[config.mk]
export PLATFORM = sky130hd
export DESIGN_NAME = fifo_uart_tx
export DESIGN_NICKNAME = d
export VERILOG_FILES = /design/src/rtl/fifo_uart_tx.sv
export SDC_FILE = /design/constraint.sdc
export NUM_CORES = 1
export LEC_CHECK = 0
export CAP_MARGIN = 20
export CORE_MARGIN = 2
export CORE_UTILIZATION = 35
export DETAILED_ROUTE_END_ITERATION = 8
export PLACE_DENSITY = 0.57
export SYNTH_ARGS = -nofsm -noshare
export SYNTH_HDL_FRONTEND = slang
export SYNTH_SLANG_ARGS = --single-unit
[constraint.sdc]
create_clock -name clk -period 2.3 [get_ports clk]
set_input_delay 0.23 -clock clk [delete_from_list [all_inputs] [get_ports clk]]
set_output_delay 0.23 -clock clk [all_outputs]
set_load 0.005 [all_outputs]
[src/rtl/fifo_uart_tx.sv]
// Pops bytes from a 4-entry FIFO (one-cycle read latency) and serialises each
// one onto a UART 8N1 line, LSB first.
//
// state   | meaning
// IDLE    | line high, pop when FIFO not empty
// CAPTURE | line high, FIFO data valid this cycle
// START   | start bit (low) for CLKS_PER_BIT cycles
// DATA    | eight data bits, CLKS_PER_BIT cycles each
// STOP    | stop bit (high) for CLKS_PER_BIT cycles
module fifo_uart_tx #(
    parameter int CLKS_PER_BIT = 4
) (
    input  logic       clk,
    input  logic       rstn,
    input  logic       fifo_empty,
    input  logic [7:0] fifo_data,
    output logic       fifo_rd_en,
    output logic       tx,
    output logic       busy
);

    localparam int CW = $clog2(CLKS_PER_BIT);
    localparam logic [CW-1:0] CNT_LAST = CW'(CLKS_PER_BIT - 1);

    typedef enum logic [2:0] {
        S_IDLE,
        S_CAPTURE,
        S_START,
        S_DATA,
        S_STOP
    } state_t;

    state_t        state_q, state_d;
    logic          tx_q, tx_d;
    logic          busy_q, busy_d;
    logic [2:0]    bit_cnt_q, bit_cnt_d;
    logic [CW-1:0] cyc_cnt_q, cyc_cnt_d;
    logic [7:0]    shift_q, shift_d;
    logic          cyc_last;

    always_ff @(posedge clk or negedge rstn) begin
        if (!rstn) begin
            state_q   <= S_IDLE;
            tx_q      <= 1'b1;
            busy_q    <= 1'b0;
            bit_cnt_q <= '0;
            cyc_cnt_q <= '0;
            shift_q   <= '0;
        end else begin
            state_q   <= state_d;
            tx_q      <= tx_d;
            busy_q    <= busy_d;
            bit_cnt_q <= bit_cnt_d;
            cyc_cnt_q <= cyc_cnt_d;
            shift_q   <= shift_d;
        end
    end

    assign cyc_last = (cyc_cnt_q == CNT_LAST);

    always_comb begin
        state_d    = state_q;
        tx_d       = tx_q;
        busy_d     = busy_q;
        bit_cnt_d  = bit_cnt_q;
        cyc_cnt_d  = cyc_cnt_q;
        shift_d    = shift_q;
        fifo_rd_en = 1'b0;

        case (state_q)
            S_IDLE: begin
                tx_d = 1'b1;
                // Pop is held off while reset is asserted even though state reads IDLE.
                if (!fifo_empty && rstn) begin
                    fifo_rd_en = 1'b1;
                    state_d    = S_CAPTURE;
                    busy_d     = 1'b1;
                end
            end
            S_CAPTURE: begin
                shift_d   = fifo_data;
                tx_d      = 1'b0;
                cyc_cnt_d = '0;
                state_d   = S_START;
            end
            S_START: begin
                if (cyc_last) begin
                    tx_d      = shift_q[0];
                    bit_cnt_d = '0;
                    cyc_cnt_d = '0;
                    state_d   = S_DATA;
                end else begin
                    cyc_cnt_d = cyc_cnt_q + CW'(1);
                end
            end
            S_DATA: begin
                if (cyc_last) begin
                    cyc_cnt_d = '0;
                    if (bit_cnt_q == 3'd7) begin
                        tx_d    = 1'b1;
                        state_d = S_STOP;
                    end else begin
                        shift_d   = shift_q >> 1;
                        tx_d      = shift_q[1];
                        bit_cnt_d = bit_cnt_q + 3'd1;
                    end
                end else begin
                    cyc_cnt_d = cyc_cnt_q + CW'(1);
                end
            end
            S_STOP: begin
                if (cyc_last) begin
                    cyc_cnt_d = '0;
                    busy_d    = 1'b0;
                    state_d   = S_IDLE;
                end else begin
                    cyc_cnt_d = cyc_cnt_q + CW'(1);
                end
            end
            default: begin
                state_d = S_IDLE;
                tx_d    = 1'b1;
                busy_d  = 1'b0;
            end
        endcase
    end

    assign tx   = tx_q;
    assign busy = busy_q;

endmodule
# Word level (Yosys, flattened, before mapping)
# Index checks and enable logic that the tools add are counted.
[totals]
regBits = 18
latchBits = 0
mem_bits_rw = 0
rom_bits = 0
inputBits = 11
out_inout_bits = 3
memories = 0
[classes]
n_addsub = 2
n_mul = 0
div_mod_pow = 0
magnitude_cmp = 0
n_eq_ne = 12
shift = 0
mux = 23
bitwise_logic = 2
n_reduce_logical = 13
[op_table]
columns = ["operator", "n"]
rows = [
  ["3-bit 2-to-1 mux", 7],
  ["8-bit 2-to-1 mux", 2],
  ["8-bit one-hot mux with 2 select lines", 1],
  ["3-bit one-hot mux with 5 select lines", 1],
  ["2-bit != test (second input constant)", 6],
  ["3-bit AND reduction", 3],
  ["1-bit 2-to-1 mux", 7],
  ["3-bit by 2-bit == test with 1-bit output (second input constant)", 2],
  ["3-bit == test (second input constant)", 2],
  ["3-bit one-hot mux with 2 select lines", 1],
  ["2-bit nonzero test", 3],
  ["3-bit OR reduction", 2],
  ["5-bit AND reduction", 1],
  ["1-bit one-hot mux with 4 select lines", 1],
  ["2-bit one-hot mux with 2 select lines", 1],
  ["4-bit AND reduction", 1],
  ["3-bit by 1-bit adder with 3-bit output (second input constant)", 1],
  ["3-bit by 1-bit == test with 1-bit output (second input constant)", 1],
  ["3-bit logical NOT", 1],
  ["1-bit one-hot mux with 3 select lines", 1],
  ["2-bit by 1-bit adder with 2-bit output (second input constant)", 1],
  ["2-bit == test (second input constant)", 1],
  ["2-bit 2-to-1 mux", 1],
  ["1-bit NOT", 2],
  ["2 further kinds", 2],
]

# Longest topological paths before layout
[logic_depth]
word_depth = 4
mapped_depth = 6
ltp_nobuf = 5

# Worst setup path before layout
# No wires, ideal clock.
[synth_timing]
path_kind = "register to register"
start = "reg bit_cnt_q[0]"
end = "reg shift_q[0]"
setup_time_ns = 0.125
arrival_time_ns = 1.604
t_required_ns = 2.175
setup_slack_ns = 0.571
stages_incl_launch_ff = 7
n_path_buf = 1
synth_period_minus_slack_ns = 1.729
cell_sequence = "dfrtp_1 -> ha_1 -> ha_1 -> buf_6 -> nand2b_4 -> a21oi_4 -> mux2_2"
[synth_via]
elab_chain_cells = 3
[synth_rtl]
columns = ["item", "line", "text"]
rows = [
  ["start, declared", "36", "logic [2:0] bit_cnt_q, bit_cnt_d;"],
  ["start signal, assigned", "53", "bit_cnt_q <= bit_cnt_d;"],
  ["3-bit == test", "99", "if (bit_cnt_q == 3'd7) begin"],
  ["2-bit != test (no line)", "-", ""],
  ["3-bit AND reduction (no line)", "-", ""],
  ["end signal, assigned", "55", "shift_q <= shift_d;"],
  ["end, declared", "38", "logic [7:0] shift_q, shift_d;"],
]
# Every way passes these cells.
# A chain may end at the register's enable or synchronous reset.

# Worst setup path after layout
[layout_timing]
start = "reg state_q[2]"
end = "out fifo_rd_en"
[layout_via]
elab_chain_cells = 2
[layout_rtl]
columns = ["item", "line", "text"]
rows = [
  ["start, declared", "33", "state_t state_q, state_d;"],
  ["start signal, assigned", "50", "state_q <= state_d;"],
  ["3-bit logical NOT", "70", "case (state_q)"],
  ["1-bit 2-to-1 mux", "70", ""],
  ["end, declared", "17", "output logic fifo_rd_en,"],
]
# Every way passes these cells.

==> flow_metrics.tcl <==
set metrics [dict create \
    grt_setup_unrepaired "no" \
    first_iter_violations 40 \
    synth_seq_area_share 0.431 \
    synth_nets 110 \
    slew_headroom 0.735 \
    drive_gt1_frac 0.264 \
    htreeDepth 1 \
    synthSimpleGateAreaFrac 0.165 \
    endpoint_kind "primary output" \
    gp_congestion 0.718 \
    ios 14 \
    n_antenna_cell 0 \
    synthMuxAreaShare 0.172 \
    ys_ff_latch 18 \
    die_x_um 58.7 \
    ant_nets 0 \
    whs_ps 306 \
    dp.final_hpwl_um 1320 \
    ctsHoldBuffers 0 \
    core_mm2 0.00281 \
    p_switching_mw 0.405 \
    cellLeakagePower_nw 0.534 \
    worstRegToRegCells 5 \
    pwr-share-seq 0.414 \
    cts-root-to-sink-buffers 2 \
    synth_top_family_by_area "multiplexers" \
    power.internal_mw 0.823 \
    n_fill_cell 284 \
    drv_cap 0 \
    clock_sinks 18 \
    synth_edf_count 0 \
    synthAdderAreaFrac 0.0358 \
    clkLatencyLatePin_ps 290 \
    combPwrFrac 0.429 \
    place_inst 137 \
    crit_fanout 14 \
    power_frac_clock 0.156 \
    drt_first_pass_iters 4 \
    grt_pass1_vias 710 \
    portBuffers 13 \
    p_per_area_mw_per_mm2 1000 \
    r2r_slack_ps 430 \
    drc 0 \
    r2r_start "bit_cnt_q[0]" \
    wl_per_cell_um 13.1 \
    cts_setup_buffers 0 \
    ys.flop_type "dfrtp_1" \
    fin_crit_sh 0.831 \
    drv_slew 0 \
    cts_tree "done" \
    synth_warnings 0 \
    vias_per_cell 5.43 \
    rows 19 \
    async_flop_share 1.00 \
    switching_share 0.330 \
    crit_path_start_kind "register" \
    status "complete, no violations" \
    grt_pass1_wl_um 3280 \
    cts-buffers-inserted 3 \
    path_clk_slew_ps 100 \
    layout.nets 125 \
    final_util 0.437 \
    die_y_um 58.7 \
    fmax_mhz 523 \
    grtUsageTotal 0.127 \
    overflow 0 \
    start_util 0.374 \
    crit_type "reg2out" \
    synthToLayoutAreaGrowth_pct 16.8 \
    hold_path_class "in2async" \
    cts_resized 0 \
    synthXorXnorAreaFrac 0 \
    cts-root-buf "clkbuf_4" \
    tightest_slew_ps 398 \
    dieArea_mm2 0.00345 \
    cp-startpoint "state_q[2]" \
    setup_tns_ps 0 \
    skew_ps 1.25 \
    fin_crit_ps 1910 \
    synth_cells 96 \
    routed_wl_um 1850 \
    seq_area_um2 452 \
    multiInputGateArea_um2 523 \
    ys_types 33 \
    arrival_ps 1680 \
    vias 765 \
    grt_start_max_net_pins 21 \
    final-setup-viol-count 0 \
    irDropWorstVdd_mv 0.442 \
    hold_violations 0 \
    syn_area_per_cell_um2 10.9 \
    synth_compound_area_frac 0.126 \
    fin_cells 141 \
    syn_area_mm2 0.00105 \
    antenna_found_initial 0 \
    timing.rr.end "shift_q[2]" \
    required_ps 2070 \
]
state kept, by name, indices dropped and copies added (netlist names):
name       flops
shift_q        8
bit_cnt_q      3
state_q        3
cyc_cnt_q      2
busy           1
tx             1
power by group through the flow:
stage / clock [mW] / sequential (mW) / combinational [mW]
final: 0.192 / 0.509 / 0.527
after global routing: 0.218 / 0.529 / 0.586
after CTS: 0.202 / 0.510 / 0.532
after detailed placement: 0 / 0.517 / 0.532
after global placement: 0 / 0.513 / 0.517
after floorplan: 0 / 0.499 / 0.430
per-stage QoR:
stage	total power, mW	setup WS [ps]	instance area, µm²
5_1_grt	1.33	227	1220
3_5_place_dp	1.05	432	1190
6_report	1.23	389	1220
3_3_place_gp	1.03	481	1190
2_1_floorplan	0.929	571	1050
4_1_cts	1.24	360	1220
worst max-delay path by stage:
stage | to | depth (start not counted)
5_1_grt | fifo_rd_en | 3
3_3_place_gp | shift_q[6] | 5
6_report | fifo_rd_en | 3
2_1_floorplan | shift_q[0] | 6
3_5_place_dp | shift_q[2] | 5
4_1_cts | fifo_rd_en | 3
synth_stat cells, types with 2 or more instances:
master    instances  area [µm²]
nand2b_1          3        18.8
o22ai_1           2        12.5
a31oi_1           3        18.8
mux2_2           16         180
o311ai_0          2        17.5
nand3_1           8        40.0
nor3_1            2        10.0
ha_1              3        37.5
nand2_1           6        22.5
buf_6             3        33.8
o21ai_0           4        20.0
inv_1             5        18.8
buf_2             2        10.0
nor3b_1           2        15.0
dfrtp_1          17         425
logic make-up (layout without fill, tap and decap cells):
family / Yosys count / after routing
compound gates: 18 / 18
fa+ha+maj: 3 / 3
buf+inv: 12 / 26
flops: 18 / 18
mux: 16 / 16
simple gates: 29 / 29
cell usage in the layout, fill, tap and decap left out:
| cell type | netlist | routed |
|---|---|---|
| dfrtp_1 | 17 | 17 |
| mux2_2 | 16 | 16 |
| clkdlybuf4s50_1 | 0 | 13 |
| nand3_1 | 8 | 8 |
| nand2_1 | 6 | 6 |
| inv_1 | 5 | 5 |
| o21ai_0 | 4 | 4 |
| nand2b_1 | 3 | 3 |
| a31oi_1 | 3 | 3 |
| ha_1 | 3 | 3 |
| clkbuf_4 | 0 | 3 |
| buf_4 | 1 | 3 |
| o311ai_0 | 2 | 2 |
| nor3b_1 | 2 | 2 |
| nor3_1 | 2 | 2 |
| o22ai_1 | 2 | 2 |
| nor2_2 | 1 | 1 |
| and4_1 | 1 | 1 |
| nand3b_2 | 1 | 1 |
| a22oi_1 | 1 | 1 |
| nand2b_4 | 1 | 1 |
| a21oi_4 | 1 | 1 |
| o32ai_1 | 1 | 1 |
| inv_2 | 1 | 1 |
| or4_1 | 1 | 1 |
| a21oi_1 | 1 | 1 |
| and2_0 | 1 | 1 |
| a311oi_1 | 1 | 1 |
| nor2_1 | 1 | 1 |
| or3b_1 | 1 | 1 |
| a2bb2oi_1 | 1 | 1 |
| a22o_1 | 1 | 1 |
| clkbuf_8 | 0 | 1 |
| dfstp_2 | 1 | 1 |
cell type report:
type | count | share of cell area
timing repair buffer | 16 | 0.125
multi-input combinational | 66 | 0.427
clock buffer | 4 | 0.0296
tap | 31 | 0.0317
sequential | 18 | 0.369
inverter | 6 | 0.0184
worst max-delay path, stage by stage, from the launching register on:
cell	delay [ps]
dfrtp_1	530
inv_1	180
and4_1	190
clkdlybuf4s50_1	490
metal layers:
metal / part of all wire / wire length [µm] / global-route usage
met1: 0.45 / 842 / 0.164
met2: 0.49 / 908 / 0.205
met3: 0.047 / 87 / 0.0462
met4: 0.0081 / 15 / 0.0292
met5: 0 / 0 / 0
Power figures use the tool's default switching activity.
